$ cat src/rtl/sdram_tg_pkg.sv
// Shared FSM state type, LFSR constants and pattern helper for the SDRAM traffic generator.
package sdram_tg_pkg;

  typedef enum logic [2:0] {
    ST_IDLE    = 3'd0,
    ST_WR_REQ  = 3'd1,
    ST_WR_DATA = 3'd2,
    ST_WR_NEXT = 3'd3,
    ST_RD_REQ  = 3'd4,
    ST_RD_DATA = 3'd5,
    ST_RD_NEXT = 3'd6,
    ST_DONE    = 3'd7
  } tg_state_e;

  // Right-shifting Galois form of x^16+x^14+x^13+x^11+1.
  localparam logic [15:0] TG_LFSR_TAPS = 16'hB400;
  localparam logic [15:0] TG_LFSR_SEED = 16'hACE1;

  function automatic logic [15:0] tg_lfsr_pattern(input logic [15:0] addr16);
    logic [15:0] v_seed;
    v_seed = addr16 ^ TG_LFSR_SEED;
    v_seed = (v_seed == 16'h0000) ? 16'h0001 : v_seed;
    tg_lfsr_pattern = v_seed[0] ? ({1'b0, v_seed[15:1]} ^ TG_LFSR_TAPS)
                                : {1'b0, v_seed[15:1]};
  endfunction

endpackage

$ cat src/rtl/sdram_traffic_gen_if.sv
// User-port and status bundle between the traffic generator and the SDRAM controller / board logic.
interface sdram_traffic_gen_if #(
  parameter int ADDR_W = 23,
  parameter int DATA_W = 16,
  parameter int ERR_W  = 16
);
  logic              start;
  logic              wr_req;
  logic              wr_ack;
  logic [ADDR_W-1:0] wr_addr;
  logic              wr_data_req;
  logic [DATA_W-1:0] wr_data;
  logic              rd_req;
  logic              rd_ack;
  logic [ADDR_W-1:0] rd_addr;
  logic              rd_data_vld;
  logic [DATA_W-1:0] rd_data;
  logic              busy;
  logic              done;
  logic              pass;
  logic [ERR_W-1:0]  err_cnt;
  logic [ADDR_W-1:0] first_err_addr;

  modport master (
    input  start, wr_ack, wr_data_req, rd_ack, rd_data_vld, rd_data,
    output wr_req, wr_addr, wr_data, rd_req, rd_addr,
           busy, done, pass, err_cnt, first_err_addr
  );

  modport slave (
    output start, wr_ack, wr_data_req, rd_ack, rd_data_vld, rd_data,
    input  wr_req, wr_addr, wr_data, rd_req, rd_addr,
           busy, done, pass, err_cnt, first_err_addr
  );
endinterface

$ cat src/rtl/sdram_tg_pattern.sv
// Address -> expected data word, shared by the write and read-check paths.
// Build option TG_LFSR_PATTERN_EN selects the LFSR pattern; otherwise the word is the address.
module sdram_tg_pattern
  import sdram_tg_pkg::*;
#(
  parameter int IN_W   = 16,
  parameter int DATA_W = 16
) (
  input  logic [IN_W-1:0]   i_addr,
  output logic [DATA_W-1:0] o_pattern
);

`ifdef TG_LFSR_PATTERN_EN
  logic [15:0] w_lfsr;

  assign w_lfsr = tg_lfsr_pattern(16'(i_addr));

  // Replicate the 16-bit LFSR word across the full data width.
  always_comb begin
    o_pattern = '0;
    for (int i = 0; i < DATA_W; i++) begin
      o_pattern[i] = w_lfsr[i % 16];
    end
  end
`else
  assign o_pattern = DATA_W'(i_addr);
`endif

endmodule

$ cat src/rtl/sdram_traffic_gen.sv
// Write-then-verify SDRAM traffic generator: writes NUM_BURSTS bursts, reads them back and checks them.
// Build option TG_LFSR_PATTERN_EN switches the data pattern from incrementing address to LFSR.
module sdram_traffic_gen
  import sdram_tg_pkg::*;
#(
  parameter int          ADDR_W     = 23,
  parameter int          DATA_W     = 16,
  parameter int          BURST_LEN  = 8,
  parameter int          NUM_BURSTS = 16,
  parameter int unsigned BASE_ADDR  = 0,
  parameter int          ERR_W      = 16
) (
  input logic                 sys_clk,
  input logic                 sys_rst_n,
  sdram_traffic_gen_if.master bus
);

  localparam int WC_W = (BURST_LEN  > 1) ? $clog2(BURST_LEN)  : 1;
  localparam int BC_W = (NUM_BURSTS > 1) ? $clog2(NUM_BURSTS) : 1;
  localparam logic [WC_W-1:0]   WC_LAST = WC_W'(BURST_LEN - 1);
  localparam logic [BC_W-1:0]   BC_LAST = BC_W'(NUM_BURSTS - 1);
  localparam logic [ADDR_W-1:0] BASE    = ADDR_W'(BASE_ADDR);
  localparam logic [ADDR_W-1:0] STEP    = ADDR_W'(BURST_LEN);
`ifdef TG_LFSR_PATTERN_EN
  localparam int PAT_IN_W = (ADDR_W < 16) ? ADDR_W : 16;
`else
  localparam int PAT_IN_W = (ADDR_W < DATA_W) ? ADDR_W : DATA_W;
`endif

  tg_state_e         r_state;
  tg_state_e         w_next;
  logic [WC_W-1:0]   r_word_cnt;
  logic [BC_W-1:0]   r_burst_cnt;
  logic [ADDR_W-1:0] r_burst_addr;
  logic [ADDR_W-1:0] w_cur_addr;
  logic [DATA_W-1:0] w_pattern;
  logic [DATA_W-1:0] r_wr_data;
  logic              r_wr_req;
  logic              r_rd_req;
  logic              r_busy;
  logic              r_done;
  logic              r_pass;
  logic [ERR_W-1:0]  r_err_cnt;
  logic [ADDR_W-1:0] r_first_err;
  logic              w_word_last;
  logic              w_burst_last;

  assign w_cur_addr   = r_burst_addr + ADDR_W'(r_word_cnt);
  assign w_word_last  = (r_word_cnt == WC_LAST);
  assign w_burst_last = (r_burst_cnt == BC_LAST);

  sdram_tg_pattern #(
    .IN_W   (PAT_IN_W),
    .DATA_W (DATA_W)
  ) u_pattern (
    .i_addr    (w_cur_addr[PAT_IN_W-1:0]),
    .o_pattern (w_pattern)
  );

  // FSM state register.
  always_ff @(posedge sys_clk or negedge sys_rst_n) begin
    if (!sys_rst_n) begin
      r_state <= ST_IDLE;
    end else begin
      r_state <= w_next;
    end
  end

  // FSM next-state decode; acks and data strobes count only in their own state.
  always_comb begin
    w_next = r_state;
    case (r_state)
      ST_IDLE:    w_next = bus.start ? ST_WR_REQ : ST_IDLE;
      ST_WR_REQ:  w_next = bus.wr_ack ? ST_WR_DATA : ST_WR_REQ;
      ST_WR_DATA: w_next = (bus.wr_data_req && w_word_last) ? ST_WR_NEXT : ST_WR_DATA;
      ST_WR_NEXT: w_next = w_burst_last ? ST_RD_REQ : ST_WR_REQ;
      ST_RD_REQ:  w_next = bus.rd_ack ? ST_RD_DATA : ST_RD_REQ;
      ST_RD_DATA: w_next = (bus.rd_data_vld && w_word_last) ? ST_RD_NEXT : ST_RD_DATA;
      ST_RD_NEXT: w_next = w_burst_last ? ST_DONE : ST_RD_REQ;
      ST_DONE:    w_next = ST_IDLE;
      default:    w_next = ST_IDLE;
    endcase
  end

  // Registered status/request outputs derived from the upcoming state.
  always_ff @(posedge sys_clk or negedge sys_rst_n) begin
    if (!sys_rst_n) begin
      r_wr_req <= 1'b0;
      r_rd_req <= 1'b0;
      r_busy   <= 1'b0;
      r_done   <= 1'b0;
    end else begin
      r_wr_req <= (w_next == ST_WR_REQ);
      r_rd_req <= (w_next == ST_RD_REQ);
      r_busy   <= (w_next != ST_IDLE) && (w_next != ST_DONE);
      r_done   <= (w_next == ST_DONE);
    end
  end

  // Address/counter datapath, write data register and read-back checker.
  always_ff @(posedge sys_clk or negedge sys_rst_n) begin
    if (!sys_rst_n) begin
      r_word_cnt   <= '0;
      r_burst_cnt  <= '0;
      r_burst_addr <= '0;
      r_wr_data    <= '0;
      r_pass       <= 1'b0;
      r_err_cnt    <= '0;
      r_first_err  <= '0;
    end else begin
      case (r_state)
        ST_IDLE: begin
          if (bus.start) begin
            r_word_cnt   <= '0;
            r_burst_cnt  <= '0;
            r_burst_addr <= BASE;
            r_pass       <= 1'b0;
            r_err_cnt    <= '0;
            r_first_err  <= '0;
          end
        end
        ST_WR_DATA: begin
          if (bus.wr_data_req) begin
            r_wr_data  <= w_pattern;
            r_word_cnt <= w_word_last ? '0 : r_word_cnt + WC_W'(1);
          end
        end
        ST_WR_NEXT: begin
          if (w_burst_last) begin
            r_burst_cnt  <= '0;
            r_burst_addr <= BASE;
          end else begin
            r_burst_cnt  <= r_burst_cnt + BC_W'(1);
            r_burst_addr <= r_burst_addr + STEP;
          end
        end
        ST_RD_DATA: begin
          if (bus.rd_data_vld) begin
            r_word_cnt <= w_word_last ? '0 : r_word_cnt + WC_W'(1);
            if (bus.rd_data != w_pattern) begin
              // A zero count means this is the first mismatch of the pass.
              if (r_err_cnt == '0) begin
                r_first_err <= w_cur_addr;
              end
              if (r_err_cnt != {ERR_W{1'b1}}) begin
                r_err_cnt <= r_err_cnt + ERR_W'(1);
              end
            end
          end
        end
        ST_RD_NEXT: begin
          if (w_burst_last) begin
            r_pass <= (r_err_cnt == '0);
          end else begin
            r_burst_cnt  <= r_burst_cnt + BC_W'(1);
            r_burst_addr <= r_burst_addr + STEP;
          end
        end
        default: begin
          r_word_cnt <= r_word_cnt;
        end
      endcase
    end
  end

  assign bus.wr_req         = r_wr_req;
  assign bus.wr_addr        = r_burst_addr;
  assign bus.wr_data        = r_wr_data;
  assign bus.rd_req         = r_rd_req;
  assign bus.rd_addr        = r_burst_addr;
  assign bus.busy           = r_busy;
  assign bus.done           = r_done;
  assign bus.pass           = r_pass;
  assign bus.err_cnt        = r_err_cnt;
  assign bus.first_err_addr = r_first_err;

endmodule
$ cat src/flat_wrapper.sv
// flat-port wrapper written by rule: the top's interface ports become plain ports
module sdram_traffic_gen_flat import sdram_tg_pkg::*;
#(
  parameter int          ADDR_W     = 23,
  parameter int          DATA_W     = 16,
  parameter int          BURST_LEN  = 8,
  parameter int          NUM_BURSTS = 16,
  parameter int unsigned BASE_ADDR  = 0,
  parameter int          ERR_W      = 16
)
  (sys_clk, sys_rst_n, bus_start, bus_wr_ack, bus_wr_data_req, bus_rd_ack, bus_rd_data_vld, bus_rd_data, bus_wr_req, bus_wr_addr, bus_wr_data, bus_rd_req, bus_rd_addr, bus_busy, bus_done, bus_pass, bus_err_cnt, bus_first_err_addr);
  sdram_traffic_gen_if #(.ADDR_W(ADDR_W), .DATA_W(DATA_W), .ERR_W(ERR_W)) bus_i ();
  input logic sys_clk;
  input logic sys_rst_n;
  input wire logic [$bits(bus_i.start)-1:0] bus_start;
  input wire logic [$bits(bus_i.wr_ack)-1:0] bus_wr_ack;
  input wire logic [$bits(bus_i.wr_data_req)-1:0] bus_wr_data_req;
  input wire logic [$bits(bus_i.rd_ack)-1:0] bus_rd_ack;
  input wire logic [$bits(bus_i.rd_data_vld)-1:0] bus_rd_data_vld;
  input wire logic [$bits(bus_i.rd_data)-1:0] bus_rd_data;
  output wire logic [$bits(bus_i.wr_req)-1:0] bus_wr_req;
  output wire logic [$bits(bus_i.wr_addr)-1:0] bus_wr_addr;
  output wire logic [$bits(bus_i.wr_data)-1:0] bus_wr_data;
  output wire logic [$bits(bus_i.rd_req)-1:0] bus_rd_req;
  output wire logic [$bits(bus_i.rd_addr)-1:0] bus_rd_addr;
  output wire logic [$bits(bus_i.busy)-1:0] bus_busy;
  output wire logic [$bits(bus_i.done)-1:0] bus_done;
  output wire logic [$bits(bus_i.pass)-1:0] bus_pass;
  output wire logic [$bits(bus_i.err_cnt)-1:0] bus_err_cnt;
  output wire logic [$bits(bus_i.first_err_addr)-1:0] bus_first_err_addr;
  assign bus_i.start = bus_start;
  assign bus_i.wr_ack = bus_wr_ack;
  assign bus_i.wr_data_req = bus_wr_data_req;
  assign bus_i.rd_ack = bus_rd_ack;
  assign bus_i.rd_data_vld = bus_rd_data_vld;
  assign bus_i.rd_data = bus_rd_data;
  assign bus_wr_req = bus_i.wr_req;
  assign bus_wr_addr = bus_i.wr_addr;
  assign bus_wr_data = bus_i.wr_data;
  assign bus_rd_req = bus_i.rd_req;
  assign bus_rd_addr = bus_i.rd_addr;
  assign bus_busy = bus_i.busy;
  assign bus_done = bus_i.done;
  assign bus_pass = bus_i.pass;
  assign bus_err_cnt = bus_i.err_cnt;
  assign bus_first_err_addr = bus_i.first_err_addr;
  sdram_traffic_gen #(.ADDR_W(ADDR_W), .DATA_W(DATA_W), .BURST_LEN(BURST_LEN), .NUM_BURSTS(NUM_BURSTS), .BASE_ADDR(BASE_ADDR), .ERR_W(ERR_W)) u_core (.sys_clk(sys_clk), .sys_rst_n(sys_rst_n), .bus(bus_i));
endmodule
$ cat config.mk
export PLATFORM = sky130hd
export DESIGN_NAME = sdram_traffic_gen_flat
export DESIGN_NICKNAME = d
export VERILOG_FILES = /design/src/rtl/sdram_tg_pkg.sv /design/src/rtl/sdram_traffic_gen_if.sv /design/src/rtl/sdram_tg_pattern.sv /design/src/rtl/sdram_traffic_gen.sv /design/src/flat_wrapper.sv
export SDC_FILE = /design/constraint.sdc
export NUM_CORES = 1
export LEC_CHECK = 0
export CAP_MARGIN = 20
export CELL_PAD_IN_SITES_DETAIL_PLACEMENT = 1
export CELL_PAD_IN_SITES_GLOBAL_PLACEMENT = 1
export CORE_MARGIN = 2
export CORE_UTILIZATION = 30
export DETAILED_ROUTE_END_ITERATION = 6
export PLACE_DENSITY_LB_ADDON = 0.1
export SYNTH_ARGS = -nofsm -noshare
export SYNTH_HDL_FRONTEND = slang
export SYNTH_HIERARCHICAL = 1
export SYNTH_SLANG_ARGS = --single-unit
export TNS_END_PERCENT = 1
$ cat constraint.sdc
create_clock -name sys_clk -period 3.2 [get_ports sys_clk]
set_input_delay 0.48 -clock sys_clk [delete_from_list [all_inputs] [get_ports sys_clk]]
set_output_delay 0.48 -clock sys_clk [all_outputs]
set_load 0.02 [all_outputs]
==> out/results.ini <==
[sta]
period_minus_slack_ns=2.68
drv_slew=0
fmax_ghz=0.373
hold_violations=0
setup_viol=0
worst_pin_slew_ns=0.990
final.setup.tns_ns=0
slew_headroom_pct=33.8
rsz0062_at_grt=no
finClkSkew_ns=0.00998
fin_crit_sh_pct=83.7

[routing]
wl_per_cell_um=17.9
via_per_inst=4.84
num_vias=4108
wl_um=15200
drc_errors=0
ant_nets=0
first_iter_violations=206
first_pass_iters=4

[power_and_ir_drop]
vdd_drop_max_uv=259
power_density_nw_per_um2=504
finalPower_mw=3.31
p_leak_nw=2.74

[clock_network]
cts_resized=0
cts_root_buf=clkbuf_16
cts_tree=built
clk_latency_ns=0.35
cts_sinks=90
cts_buffers=9
cts_setup_buffers=0
hold_buffers=0
htreeDepth=3
cts.reportedPaths.clkPinSlew_ns=0.06
cts_buffer_depth=2

[yosys]
ys_warn_count=6
synth-main-ff-cell=dfrtp_1
synth_cells=536
yosysSeqAreaShare_pct=44.9
async_flop_share_pct=100
synth_top_area_share_pct=44.9
ys_top_cells_by_area=dfrtp_1, buf_4, mux2i_1, nand2_1, xor2_1
ys_types=50
synth_edf_count=0
syn_area_um2=5010
ys_seq_elements=90
synth_top_area_cell=dfrtp_1
avgSynthCellArea_um2=9.35

[critical_path]
crit_family=simple AND/OR/NAND/NOR gates
required_ns=3.39
r2r_slack_ns=0.56
cp-end-kind=flop
rr_worst_depth=7
r2r-start=u_core/r_state[2]$_DFF_PN0_
crit_path_frequent_cell=or4_1
start_kind=input port
path_buf_inv=2
reg2reg_to=u_core/bus.first_err_addr[17]$_DFFE_PN0P_
cpPeakStageDelay_ns=0.56
path_class=in -> reg
worst_path_max_delay_cell=or4_1
cp.depth=8
arrival_ns=2.87
cp_cell_sequence=clkdlybuf4s50_1, xor2_1, or4_1, or4_1, o31ai_2, buf_4, nor2_4, mux2i_1
cp_max_fo=23

[global_routing]
grt_max_degree=58
track_usage_pct=17.5
antenna_found_initial=0
grt-ovfl-total=0
grt_pass1_wl_um=24300
first_global_vias=4358

[floorplan]
io_pins=129
die_y_um=133
core_um2=16500
initial_core_util_pct=30.4
num_rows=47
die_x_um=133
die_area_um2=17800

[run]
drv_cap=0

[cells_and_area]
final_common_cell=clkdlybuf4s50_1
final_cell_mix=clkdlybuf4s50_1, dfrtp_1, nand2_1, o21ai_1, inv_1
fill_cells=1891
area_growth_pct=30.9
drive_gt1_share_pct=9.39
nNetsFinal=652
antennaDiodeCount=0

[placed_design]
dpl.hpwl_um=11100
gp_congestion=0.772
numPortBuffers=122

[hold_path]
hp-class=in -> async

[status]
status=complete, no violations

==> power breakdown <==
group	leakage [nW]	switching [mW]	total (mW)	internal, mW
sequential	1.25	0.108	1.32	1.21
combinational	1.34	0.523	0.914	0.391
clock	0.145	0.468	1.07	0.604
total	2.74	1.10	3.31	2.21
==> kinds of logic (layout without fill, tap and decap cells) <==
group	after synthesis	after routing	synth area share, %
AOI/OAI and AO/OA	93	93	11.4
xor gates and xnor gates	26	26	4.54
adders and majority gates	6	6	1.50
buffers and inverters	107	194	11.5
DFF	90	90	44.9
muxes	42	42	8.84
other	1	6	0.0748
and+or+nand+nor	171	171	17.2
==> synth_stat cells, types with 2 or more instances <==
cell type,n
o21ai_0,4
mux2i_1,24
a31oi_1,8
nor3_1,6
mux2_1,6
and2_1,3
nor2_1,30
nor4_1,6
buf_6,2
nor3b_1,5
nand2b_1,6
mux2_2,12
clkbuf_1,31
nor2b_1,5
xor2_1,21
a21o_1,2
and3_1,9
nand3_1,18
xnor2_1,5
buf_4,42
nand2_1,53
or3b_1,2
dfrtp_1,90
inv_1,30
o31ai_1,12
or2_1,2
a22o_1,3
o21ai_1,36
nand4_1,13
ha_1,6
and4_1,2
a21oi_1,17
buf_2,2
or4_1,7
==> sequential cells by signal (all words and copies together), names as in the netlist, 3 cells and up <==
register and cells:
u_core/r_burst_cnt 4, u_core/r_word_cnt 3, u_core/bus.wr_data 16, u_core/r_state 3, u_core/bus.err_cnt 16, u_core/bus.rd_addr 20, u_core/bus.first_err_addr 23
==> routing by layer <==
layer,vias to the layer above,wire [um],GRT usage [%]
li1,1971,-,-
met1,2034,6840,22.7
met2,89,7320,28.6
met3,14,861,5.29
met4,0,187,4.49
met5,-,0,0
==> layout make-up <==
class | count | area, um2 | area share (%)
Timing Repair Buffer | 148 | 1410 | 21.6
Sequential cell | 90 | 2250 | 34.3
Multi-Input combinational cell | 344 | 2210 | 33.7
Clock buffer | 9 | 225 | 3.43
Inverter | 30 | 113 | 1.72
Tap cell | 220 | 275 | 4.20
Clock inverter | 7 | 70.1 | 1.07
==> how the worst max path moves through the flow <==
stage	from	end	slack, ns
after floorplan	u_core/bus.rd_addr[13]$_DFFE_PN0P_	u_core/bus.err_cnt[6]$_DFFE_PN0P_	0.43
after global placement	bus_rd_data[7]	u_core/bus.first_err_addr[18]$_DFFE_PN0P_	0.19
after detailed placement	bus_rd_data[7]	u_core/bus.first_err_addr[14]$_DFFE_PN0P_	0.14
after CTS	bus_rd_data[0]	u_core/bus.first_err_addr[17]$_DFFE_PN0P_	0.51
after global routing	u_core/r_state[2]$_DFF_PN0_	u_core/bus.first_err_addr[13]$_DFFE_PN0P_	0.34
final	bus_rd_data[0]	u_core/bus.first_err_addr[17]$_DFFE_PN0P_	0.52
==> metrics by stage <==
| stage | hold slack (ns) | setup slack (ns) | cells | utilization [%] | area, um2 |
|---|---|---|---|---|---|
| after floorplan | 0.184 | 0.433 | 541 | - | 5030 |
| after global placement | 0.474 | 0.195 | 832 | 38.0 | 6260 |
| after detailed placement | 0.476 | 0.142 | 832 | 38.0 | 6260 |
| after CTS | 0.231 | 0.510 | 848 | 39.8 | 6560 |
| after global routing | 0.268 | 0.341 | 848 | 39.8 | 6560 |
| final | 0.199 | 0.520 | 848 | 39.8 | 6560 |
Power figures use the tool's default switching activity.
